<file path="config.mk">
export PLATFORM = sky130hd
export DESIGN_NAME = fetch_prefetch_queue_flat
export DESIGN_NICKNAME = d
export VERILOG_FILES = /design/src/rtl/cpu_pkg.sv /design/src/rtl/fetch_prefetch_queue_if.sv /design/src/rtl/fetch_queue_fifo.sv /design/src/rtl/fetch_prefetch_queue.sv /design/src/flat_wrapper.sv
export SDC_FILE = /design/constraint.sdc
export NUM_CORES = 1
export LEC_CHECK = 0
export ABC_AREA = 1
export CORE_ASPECT_RATIO = 0.75
export CORE_MARGIN = 5
export CORE_UTILIZATION = 41
export DETAILED_ROUTE_END_ITERATION = 6
export GPL_ROUTABILITY_DRIVEN = 0
export GPL_TIMING_DRIVEN = 0
export HOLD_SLACK_MARGIN = 0.05
export RECOVER_POWER = 100
export SYNTH_ARGS = -nofsm -noshare
export SYNTH_HDL_FRONTEND = slang
export SYNTH_HIERARCHICAL = 1
export SYNTH_SLANG_ARGS = --single-unit
export TNS_END_PERCENT = 30
</file>
<file path="constraint.sdc">
create_clock -name clk -period 6.6 [get_ports clk]
set_input_delay 0.99 -clock clk [delete_from_list [all_inputs] [get_ports clk]]
set_output_delay 0.99 -clock clk [all_outputs]
set_load 0.005 [all_outputs]
</file>
<file path="src/rtl/cpu_pkg.sv">
// Shared CPU front-end definitions: word size, NOP encoding, queue entry layout
// and the pointer-width helper used by the fetch queue.
package cpu_pkg;

  localparam int unsigned XLEN = 32;
  localparam logic [XLEN-1:0] NOP_INSTR = 32'h0000_0013;
  localparam logic [XLEN-1:0] PC_INCR   = 32'd1;

  typedef struct packed {
    logic [XLEN-1:0] pc;
    logic [XLEN-1:0] instr;
  } fq_entry_t;

  // What happens to an instruction-memory response in the current cycle.
  typedef enum logic [1:0] {
    RESP_IDLE   = 2'd0,
    RESP_PUSH   = 2'd1,
    RESP_DROP   = 2'd2,
    RESP_SQUASH = 2'd3
  } resp_action_e;

  function automatic int unsigned ptr_width(input int unsigned depth);
    return (depth > 1) ? $clog2(depth) : 1;
  endfunction

endpackage

</file>
<file path="src/rtl/fetch_prefetch_queue_if.sv">
// Instruction-memory request/response bus between the fetch front end (master)
// and the instruction memory (slave).
interface fetch_prefetch_queue_if;
  import cpu_pkg::*;

  logic            imem_req_valid;
  logic [XLEN-1:0] imem_req_addr;
  logic            imem_req_ready;
  logic            imem_resp_valid;
  logic [XLEN-1:0] imem_resp_data;

  modport master (
    output imem_req_valid,
    output imem_req_addr,
    input  imem_req_ready,
    input  imem_resp_valid,
    input  imem_resp_data
  );

  modport slave (
    input  imem_req_valid,
    input  imem_req_addr,
    output imem_req_ready,
    output imem_resp_valid,
    output imem_resp_data
  );

endinterface

</file>
<file path="src/rtl/fetch_queue_fifo.sv">
// In-order {pc, instr} queue with show-ahead head, occupancy count and a
// single-cycle flush that empties the queue and rewinds both pointers.
module fetch_queue_fifo
  import cpu_pkg::*;
#(
  parameter int unsigned DEPTH = 4,
  localparam int unsigned PTR_W = ptr_width(DEPTH),
  localparam int unsigned CNT_W = PTR_W + 1
) (
  input  logic             clk,
  input  logic             reset,
  input  logic             flush,
  input  logic             push,
  input  fq_entry_t        wr_entry,
  input  logic             pop,
  output fq_entry_t        head,
  output logic [CNT_W-1:0] count
);

  fq_entry_t        mem [DEPTH];
  logic [PTR_W-1:0] rd_ptr;
  logic [PTR_W-1:0] wr_ptr;
  logic [CNT_W-1:0] count_q;
  logic             full;
  logic             empty;
  logic             push_en;
  logic             pop_en;

  assign full    = (count_q == CNT_W'(DEPTH));
  assign empty   = (count_q == '0);
  assign push_en = push && !flush;
  assign pop_en  = pop && !flush && !empty;

  always_ff @(posedge clk) begin
    if (reset || flush) begin
      rd_ptr  <= '0;
      wr_ptr  <= '0;
      count_q <= '0;
    end else begin
      if (push_en) wr_ptr <= wr_ptr + PTR_W'(1);
      if (pop_en)  rd_ptr <= rd_ptr + PTR_W'(1);
      unique case ({push_en, pop_en})
        2'b10:   count_q <= count_q + CNT_W'(1);
        2'b01:   count_q <= count_q - CNT_W'(1);
        default: count_q <= count_q;
      endcase
    end
  end

  // Storage is not reset: entries are only observable once count covers them.
  always_ff @(posedge clk) begin
    if (push_en) mem[wr_ptr] <= wr_entry;
  end

  assign head  = mem[rd_ptr];
  assign count = count_q;

  a_no_overflow: assert property (@(posedge clk) disable iff (reset)
    !(push_en && full && !pop_en));

endmodule

</file>
<file path="src/rtl/fetch_prefetch_queue.sv">
// Fetch front end: issues word-addressed PCs to instruction memory under a
// credit limit, buffers responses in order, and flushes on branch redirect.
module fetch_prefetch_queue
  import cpu_pkg::*;
#(
  parameter int unsigned    DEPTH    = 4,
  parameter logic [XLEN-1:0] RESET_PC = 32'd0
) (
  input  logic                   clk,
  input  logic                   reset,
  fetch_prefetch_queue_if.master imem,
  input  logic                   redirect_valid,
  input  logic [XLEN-1:0]        redirect_pc,
  input  logic                   stall,
  output logic                   if_valid,
  output logic [XLEN-1:0]        if_pc,
  output logic [XLEN-1:0]        if_instruction
);

  localparam int unsigned PTR_W = ptr_width(DEPTH);
  localparam int unsigned CNT_W = PTR_W + 1;

  logic [XLEN-1:0]  fetch_pc;
  logic [XLEN-1:0]  resp_pc;
  logic [CNT_W-1:0] outstanding;
  logic [CNT_W-1:0] drop_cnt;
  logic [CNT_W-1:0] count;
  logic [CNT_W:0]   credit_used;
  logic             issue;
  logic             issue_fire;
  logic             pop;
  resp_action_e     resp_action;
  fq_entry_t        wr_entry;
  fq_entry_t        head;

  // Every accepted request owns a queue slot, so the queue can never overflow.
  assign credit_used = {1'b0, outstanding} + {1'b0, count};
  assign issue       = !reset && !redirect_valid && (credit_used < (CNT_W+1)'(DEPTH));
  assign issue_fire  = issue && imem.imem_req_ready;

  assign imem.imem_req_valid = issue;
  assign imem.imem_req_addr  = fetch_pc;

  always_comb begin
    resp_action = RESP_IDLE;
    if (imem.imem_resp_valid) begin
      if (redirect_valid)       resp_action = RESP_SQUASH;
      else if (drop_cnt != '0)  resp_action = RESP_DROP;
      else                      resp_action = RESP_PUSH;
    end
  end

  always_ff @(posedge clk) begin
    if (reset) begin
      fetch_pc    <= RESET_PC;
      resp_pc     <= RESET_PC;
      outstanding <= '0;
      drop_cnt    <= '0;
    end else begin
      unique case ({issue_fire, imem.imem_resp_valid})
        2'b10:   outstanding <= outstanding + CNT_W'(1);
        2'b01:   outstanding <= outstanding - CNT_W'(1);
        default: outstanding <= outstanding;
      endcase

      if (redirect_valid) begin
        fetch_pc <= redirect_pc;
        resp_pc  <= redirect_pc;
        // The response arriving now is squashed directly, so it is not counted.
        drop_cnt <= outstanding - CNT_W'(imem.imem_resp_valid);
      end else begin
        if (issue_fire)                fetch_pc <= fetch_pc + PC_INCR;
        if (resp_action == RESP_PUSH)  resp_pc  <= resp_pc + PC_INCR;
        if (resp_action == RESP_DROP)  drop_cnt <= drop_cnt - CNT_W'(1);
      end
    end
  end

  always_comb begin
    wr_entry       = '0;
    wr_entry.pc    = resp_pc;
    wr_entry.instr = imem.imem_resp_data;
  end

  assign pop = if_valid && !stall;

  fetch_queue_fifo #(
    .DEPTH (DEPTH)
  ) u_fifo (
    .clk      (clk),
    .reset    (reset),
    .flush    (redirect_valid),
    .push     (resp_action == RESP_PUSH),
    .wr_entry (wr_entry),
    .pop      (pop),
    .head     (head),
    .count    (count)
  );

  always_comb begin
    if_valid       = (count != '0);
    if_pc          = '0;
    if_instruction = NOP_INSTR;
    if (if_valid) begin
      if_pc          = head.pc;
      if_instruction = head.instr;
    end
  end

  a_resp_has_request: assert property (@(posedge clk) disable iff (reset)
    imem.imem_resp_valid |-> (outstanding != '0));

  a_credit_bound: assert property (@(posedge clk) disable iff (reset)
    credit_used <= (CNT_W+1)'(DEPTH));

endmodule

</file>
<file path="src/flat_wrapper.sv">
// flat-port wrapper written by rule: the top's interface ports become plain ports
module fetch_prefetch_queue_flat import cpu_pkg::*;
#(
  parameter int unsigned    DEPTH    = 4,
  parameter logic [XLEN-1:0] RESET_PC = 32'd0
)
  (clk, reset, redirect_valid, redirect_pc, stall, if_valid, if_pc, if_instruction, imem_imem_req_valid, imem_imem_req_addr, imem_imem_req_ready, imem_imem_resp_valid, imem_imem_resp_data);
  fetch_prefetch_queue_if imem_i ();
  input  logic clk;
  input  logic reset;
  input  logic redirect_valid;
  input  logic [XLEN-1:0] redirect_pc;
  input  logic stall;
  output logic if_valid;
  output logic [XLEN-1:0] if_pc;
  output logic [XLEN-1:0] if_instruction;
  output wire logic [$bits(imem_i.imem_req_valid)-1:0] imem_imem_req_valid;
  output wire logic [$bits(imem_i.imem_req_addr)-1:0] imem_imem_req_addr;
  input wire logic [$bits(imem_i.imem_req_ready)-1:0] imem_imem_req_ready;
  input wire logic [$bits(imem_i.imem_resp_valid)-1:0] imem_imem_resp_valid;
  input wire logic [$bits(imem_i.imem_resp_data)-1:0] imem_imem_resp_data;
  assign imem_imem_req_valid = imem_i.imem_req_valid;
  assign imem_imem_req_addr = imem_i.imem_req_addr;
  assign imem_i.imem_req_ready = imem_imem_req_ready;
  assign imem_i.imem_resp_valid = imem_imem_resp_valid;
  assign imem_i.imem_resp_data = imem_imem_resp_data;
  fetch_prefetch_queue #(.DEPTH(DEPTH), .RESET_PC(RESET_PC)) u_core (.clk(clk), .reset(reset), .imem(imem_i), .redirect_valid(redirect_valid), .redirect_pc(redirect_pc), .stall(stall), .if_valid(if_valid), .if_pc(if_pc), .if_instruction(if_instruction));
endmodule
</file>
==> summary.txt, run 1 <==
Route
  • Via count: 12.0k
  • Number of remaining DRC errors: 0
  • Initial DRC count: 934
  • Routed WL per cell: 18.1 um
  • Via density: 5.09
  • Antenna-violating nets left: 0
  • DRT Pass-1 Iters: 5
  • Wirelength, routed: 42600 um

Die
  • Cell Rows: 61
  • I/O pin cnt: 168
  • Die X: 234 um
  • Placeable Area: 0.0371 mm^2
  • Die height: 178 um
  • Full die area: 0.0416 mm^2
  • Starting Density: 41.6%

GRT
  • GR Overflow Total: 0
  • Overall Global Routing Usage: 20.1%
  • Vias in the first global route: 11.7k
  • Global-route wire length before repair: 65200 um
  • Initial antenna violation count: 0
  • Largest net degree at the start of global routing: 30

Outcome
  • Violated checks: max-capacitance violations, max-slew violations
  • Outcome: finished with violations

Setup path
  • CP max FO: 28
  • Crit. End Element: flop
  • Slowest cell delay on critical path: 1.46 ns
  • Type of origin of the critical path: input port
  • CP Data Required Time: 6.71 ns
  • Cell Chain, Critical Path: dlygate4sd3_1 > inv_1 > nor2_1 > nand2_1 > inv_1 > nand2_1 > nor2_1 > clkbuf_1
  • Worst path bufs/invs: 4
  • Slowest-stage cell, CP: clkbuf_1
  • CP arrival: 5.30 ns
  • CP delay by family, top: buffers and inverters
  • WS Path Type: input port to flop

Cells and area
  • Diodes inserted: 0
  • Nets@finish: 1912
  • Most frequent cells in the layout: 282 x nor2_1, 256 x edfxtp_1, 240 x nand2_1, 175 x inv_1, 130 x dlygate4sd3_1
  • Layout cells sized above 1: 6.90%
  • Area Growth Syn to Fin: 22.6%
  • # fillers: 3430
  • Final core utilization: 51.0%
  • Commonest non-fill, non-tap cell in the layout: nor2_1

Power and ir drop
  • PD cells: 251 mW/mm^2
  • Max VDD drop: 160 uV
  • Leakage power: 7.34 nW

Synthesis
  • Synth top area cells: edfxtp_1 50%, dfxtp_1 10%, nor2_1 6.8%
  • Sequential share of the synthesized area: 60.1%
  • Mapped cell area: 0.0154 mm^2
  • Leading area contributor after synthesis: edfxtp_1
  • Syn_nets: 1699
  • Synth top area share: 49.8%
  • Cells after Synth: 1613
  • Syn_area_per_cell: 9.57 um^2
  • Yosys reg bits: 335
  • Count of warnings emitted by yosys: 6
  • Distinct cell type count of the synthesized netlist: 43

Timing
  • Worst-margin pin slew: 1.94 ns
  • Final Setup Violations: 0
  • RSZ-0062 raised after global routing: false
  • Final Max Tran Viols: 141
  • Clk_skew: 0.0123 ns
  • Max transition margin: -29.4%
  • Hold Violations, Final: 0
  • Crit share post-route: 78.6%
  • Final setup margin: 1.41 ns
  • Minimum clock period: 5.19 ns
  • Fmax: 0.193 GHz

Clock network
  • CTS clk-pin slew, worst paths: 0.06 ns
  • CTS sink cnt: 335
  • Root Driver: clkbuf_16
  • Post-CTS setup buffer count: 0
  • Clk buf depth: 3
  • Cts repair resizes: 0
  • H-tree depth: 2
  • Clk_lat worst skew: 0.54 ns
  • CTS Buf Count: 36
  • CTS tree: done
  • Hold-fix buffers at CTS: 0

Placed design
  • DPL Wire Length: 29700 um
  • Dpl ws: 2.64 ns
  • I/O Buffers: 167

Min path
  • Hold Path Class: flop to flop

Flow run
  • Max-cap check violation count: 6
[kinds of logic after synthesis]
logic type	share of synthesized area [%]
and+or+nand+nor	18.3
DFF	60.1
adders and majority gates	1.39
AOI/OAI and AO/OA	11.8
xor gates and xnor gates	1.14
buffers and inverters	7.27
[worst register-to-register path, delay by kind of cell (launching register included)]
kind,cells,cell delay [ns]
flops,1,0.30
simple gates,5,1.85
buf+inv,3,1.87
fa+ha+maj,1,0.17
[final timing paths]
path	from	end	slack [ns]	depth (start not counted)
setup reg to reg	u_core/drop_cnt[0]	u_core/u_fifo/mem[3][21]	1.96	9
hold / removal	u_core/outstanding[0]	u_core/outstanding[0]	0.49	1
hold reg to reg	u_core/outstanding[0]	u_core/outstanding[0]	0.49	1
setup / recovery	imem_imem_resp_valid	u_core/u_fifo/mem[3][21]	1.41	8
[registers in the layout, indices dropped and copies added (netlist names), named ones only]
signal / flops
u_core/u_fifo/count: 3
u_core/resp_pc: 32
u_core/outstanding: 3
u_core/u_fifo/wr_ptr: 2
u_core/imem.imem_req_addr: 32
u_core/u_fifo/rd_ptr: 2
u_core/u_fifo/mem: 256
u_core/drop_cnt: 3
[Yosys cell counts]
cell type / instances
o21bai_1: 4
nand2_2: 9
clkbuf_1: 33
inv_2: 3
nand2_4: 2
nor3_1: 8
nor2_1: 280
nand3_2: 1
inv_1: 174
dfxtp_1: 79
a21oi_1: 70
or2_0: 1
buf_2: 11
clkinv_1: 1
o31ai_1: 1
edfxtp_1: 256
o21ai_0: 106
or2_2: 7
fa_1: 2
o211ai_2: 2
a21o_1: 1
buf_6: 16
o211ai_1: 6
ha_1: 14
clkbuf_2: 4
nor2_4: 7
xor2_1: 17
a211oi_1: 1
nor3_4: 2
buf_4: 9
o21ai_1: 66
nand2_8: 1
inv_4: 1
a31oi_1: 14
o22ai_1: 64
nand4_1: 10
nor2_8: 2
xnor2_1: 3
nand2_1: 236
nand3b_1: 7
and2_1: 2
nor2_2: 9
nand3_1: 71
[power by group]
part / internal (mW) / switching, mW / total (mW)
clock: 1.21 / 0.851 / 2.06
combinational: 0.129 / 0.179 / 0.308
sequential: 2.32 / 0.0669 / 2.39
total: 3.66 / 1.10 / 4.76
[per-layer routing]
layer	part of all wire, %	GRT usage [%]	vias up
met5	0	0	-
met4	2.1	4.94	0
met3	6.8	3.39	73
met2	45	31.7	416
met1	46	29.2	5635
li1	-	-	5889
[per-stage QoR]
stage	cells	power, mW	hold WS, ns	instance area [um^2]	TNS (ns)
finish	2358	4.76	0.490	18900	0
global route	2358	4.94	0.543	18900	0
CTS	2358	4.82	0.483	19100	0
detailed placement	2292	2.77	0.468	17900	0
global placement	2284	2.76	0.468	17700	-322.10
floorplan	1613	2.58	0.443	15400	0
[cell type report]
class	instances	area [um^2]	area share, %
sequential	335	9270	49.0
clock buffer	41	950	5.02
timing repair buffer	175	1750	9.25
tap	504	631	3.33
clock inverter	25	264	1.40
buffer	73	407	2.15
inverter	179	673	3.56
multi-input combinational	1026	4970	26.3
Power figures use the tool's default switching activity.
==> run 2: changes to the inputs <==
==> constraint.sdc (replaced) <==
create_clock -name clk -period 5.25 [get_ports clk]
set_input_delay 0.7875 -clock clk [delete_from_list [all_inputs] [get_ports clk]]
set_output_delay 0.7875 -clock clk [all_outputs]
set_load 0.005 [all_outputs]
==> run 2 against run 1 <==
Compared with the run above:
- the run still ends with max-capacitance violations, max-slew violations left
- sequential power rose by 26%
- via count about the same
- hold slack hardly changed
- sequential cell count did not move
- critical path type is now flop to output pin
- highest routed layer unchanged
==> summary.txt, run 2 (same netlist as run 1, synthesis figures left out) <==
Route
  • DRT Pass-1 Iters: 6 (+1)
  • Wirelength, routed: 42600 um (about the same)
  • Antenna-violating nets left: 0 (unchanged)
  • Number of remaining DRC errors: 0 (unchanged)
  • Via count: 12.0k (-0.092%)
  • Initial DRC count: 922 (-1.3%)
  • Routed WL per cell: 18.1 um (about the same)
  • Via density: 5.09 (about the same)

Timing
  • Fmax: 0.227 GHz
  • Hold Violations, Final: 0 (unchanged)
  • Max transition margin: -23.0% (+6.4 points)
  • Worst-margin pin slew: 1.84 ns (-0.102 ns)
  • Final Setup Violations: 0 (unchanged)
  • Crit share post-route: 84.0%
  • Minimum clock period: 4.41 ns
  • Final Max Tran Viols: 28 (-80%)
  • Clk_skew: 0.0117 ns (-0.000551 ns)
  • RSZ-0062 raised after global routing: false
  • Setup total negative slack: 0 ns (unchanged)
  • WHS: 0.490 ns (+0.00000700 ns)

Cells and area
  • Area Growth Syn to Fin: 22.8%
  • Most frequent cells in the layout: 282 x nor2_1, 256 x edfxtp_1, 240 x nand2_1, 175 x inv_1, 130 x dlygate4sd3_1
  • Max reg flops: 256 (unchanged)
  • Largest register by flop count: u_core/u_fifo/mem
  • Nets@finish: 1912 (unchanged)
  • Commonest non-fill, non-tap cell in the layout: nor2_1
  • Layout cells sized above 1: 7.17% (+0.27 points)
  • Diodes inserted: 0 (unchanged)

Die
  • Cell Rows: 61 (unchanged)
  • Die X: 234 um (unchanged)
  • Full die area: 0.0416 mm^2 (unchanged)
  • Starting Density: 41.6% (unchanged)
  • Die height: 178 um (unchanged)
  • Placeable Area: 0.0371 mm^2 (unchanged)
  • I/O pin cnt: 168 (unchanged)

Clock network
  • Clk buf depth: 3 (unchanged)
  • Post-CTS setup buffer count: 0 (unchanged)
  • H-tree depth: 2 (unchanged)
  • Root Driver: clkbuf_16
  • CTS Buf Count: 36 (unchanged)
  • CTS sink cnt: 335 (unchanged)
  • Hold-fix buffers at CTS: 0 (unchanged)
  • CTS tree: done
  • CTS clk-pin slew, worst paths: 0.06 ns (about the same)
  • Clk_lat worst skew: 0.54 ns (about the same)
  • Cts repair resizes: 0 (unchanged)

Setup path
  • CP arrival: 3.62 ns (-1.68 ns)
  • CP startpoint: u_core/u_fifo/count[0]
  • Reg-to-Reg Start: u_core/drop_cnt[0]
  • CP Data Required Time: 4.46 ns (-2.25 ns)
  • Worst R2R Path Depth: 9 (unchanged)
  • Type of origin of the critical path: flop
  • Worst setup path endpoint: if_pc[13]
  • Worst R2R End: u_core/u_fifo/mem[1][61]
  • R2R setup slack: 1.26 ns (-0.70 ns)
  • Crit. End Element: output pin
  • CP max FO: 10 (-64%)
  • WS Path Type: flop to output pin

GRT
  • Vias in the first global route: 11.7k (unchanged)
  • GR Overflow Total: 0 (unchanged)
  • Largest net degree at the start of global routing: 30 (unchanged)
  • Overall Global Routing Usage: 20.1% (unchanged)
  • Global-route wire length before repair: 65200 um (unchanged)
  • Initial antenna violation count: 0 (unchanged)

Min path
  • Worst Hold Path Cells: 1 (unchanged)
  • Hold Path Class: flop to flop

Placed design
  • DPL Wire Length: 29700 um (unchanged)
  • I/O Buffers: 167 (unchanged)

Power and ir drop
  • Max VDD drop: 201 uV (+26%)
  • PD cells: 316 mW/mm^2 (+26%)
  • Leakage power: 7.36 nW (+0.33%)

Outcome
  • Outcome: finished with violations
  • Violated checks: max-capacitance violations, max-slew violations

Flow run
  • Max-cap check violation count: 2 (-4)
==> run 2: power by group <==
part	internal [mW]	switching, mW
registers	2.92	0.0843
clock network	1.52	1.07
logic	0.162	0.225
==> run 2: metrics by stage <==
stage / utilization (%) / setup WS (ns) / power (mW) / std cells / cell area [um^2]
final: 51.1 / 0.840 / 5.98 / 2358 / 18900
after global routing: 51.1 / 0.516 / 6.21 / 2358 / 18900
after CTS: 51.6 / 0.937 / 6.06 / 2358 / 19100
after detailed placement: 48.3 / 1.49 / 3.48 / 2292 / 17900
after global placement: 47.8 / -2.52 / 3.47 / 2284 / 17700
after floorplan: - / 0.629 / 3.25 / 1613 / 15400
==> run 2: layer usage <==
layer / share of wire [%] / track usage (%) / vias to the layer above
met1: 46 / 29.2 / 5625
met5: 0 / 0 / -
met2: 45 / 31.7 / 418
met3: 6.9 / 3.39 / 70
met4: 2.1 / 4.94 / 0
li1: - / - / 5889
==> run 2: final cells by class <==
cell class / count / area (um^2)
clock buffer: 41 / 950
multi-input combinational: 1026 / 4970
fill: 3424 / 18100
timing repair buffer: 175 / 1780
clock inverter: 25 / 264
buffer: 73 / 407
inverter: 179 / 673
tap: 504 / 631
sequential: 335 / 9270
==> run 2: critical path, cell delays in order, from the launching register on <==
cell and delay [ns]:
dfxtp_1 0.35, nor3_1 0.82, clkbuf_1 0.63, clkbuf_1 0.48
nor2_1 0.18, dlygate4sd3_1 0.63
==> run 2: worst min path at each step <==
stage,startpoint,to
after floorplan,u_core/outstanding[0],u_core/outstanding[0]
after global placement,u_core/outstanding[0],u_core/outstanding[0]
after detailed placement,u_core/outstanding[0],u_core/outstanding[0]
after CTS,u_core/outstanding[0],u_core/outstanding[0]
after global routing,u_core/u_fifo/rd_ptr[1],u_core/u_fifo/rd_ptr[1]
final,u_core/outstanding[0],u_core/outstanding[0]
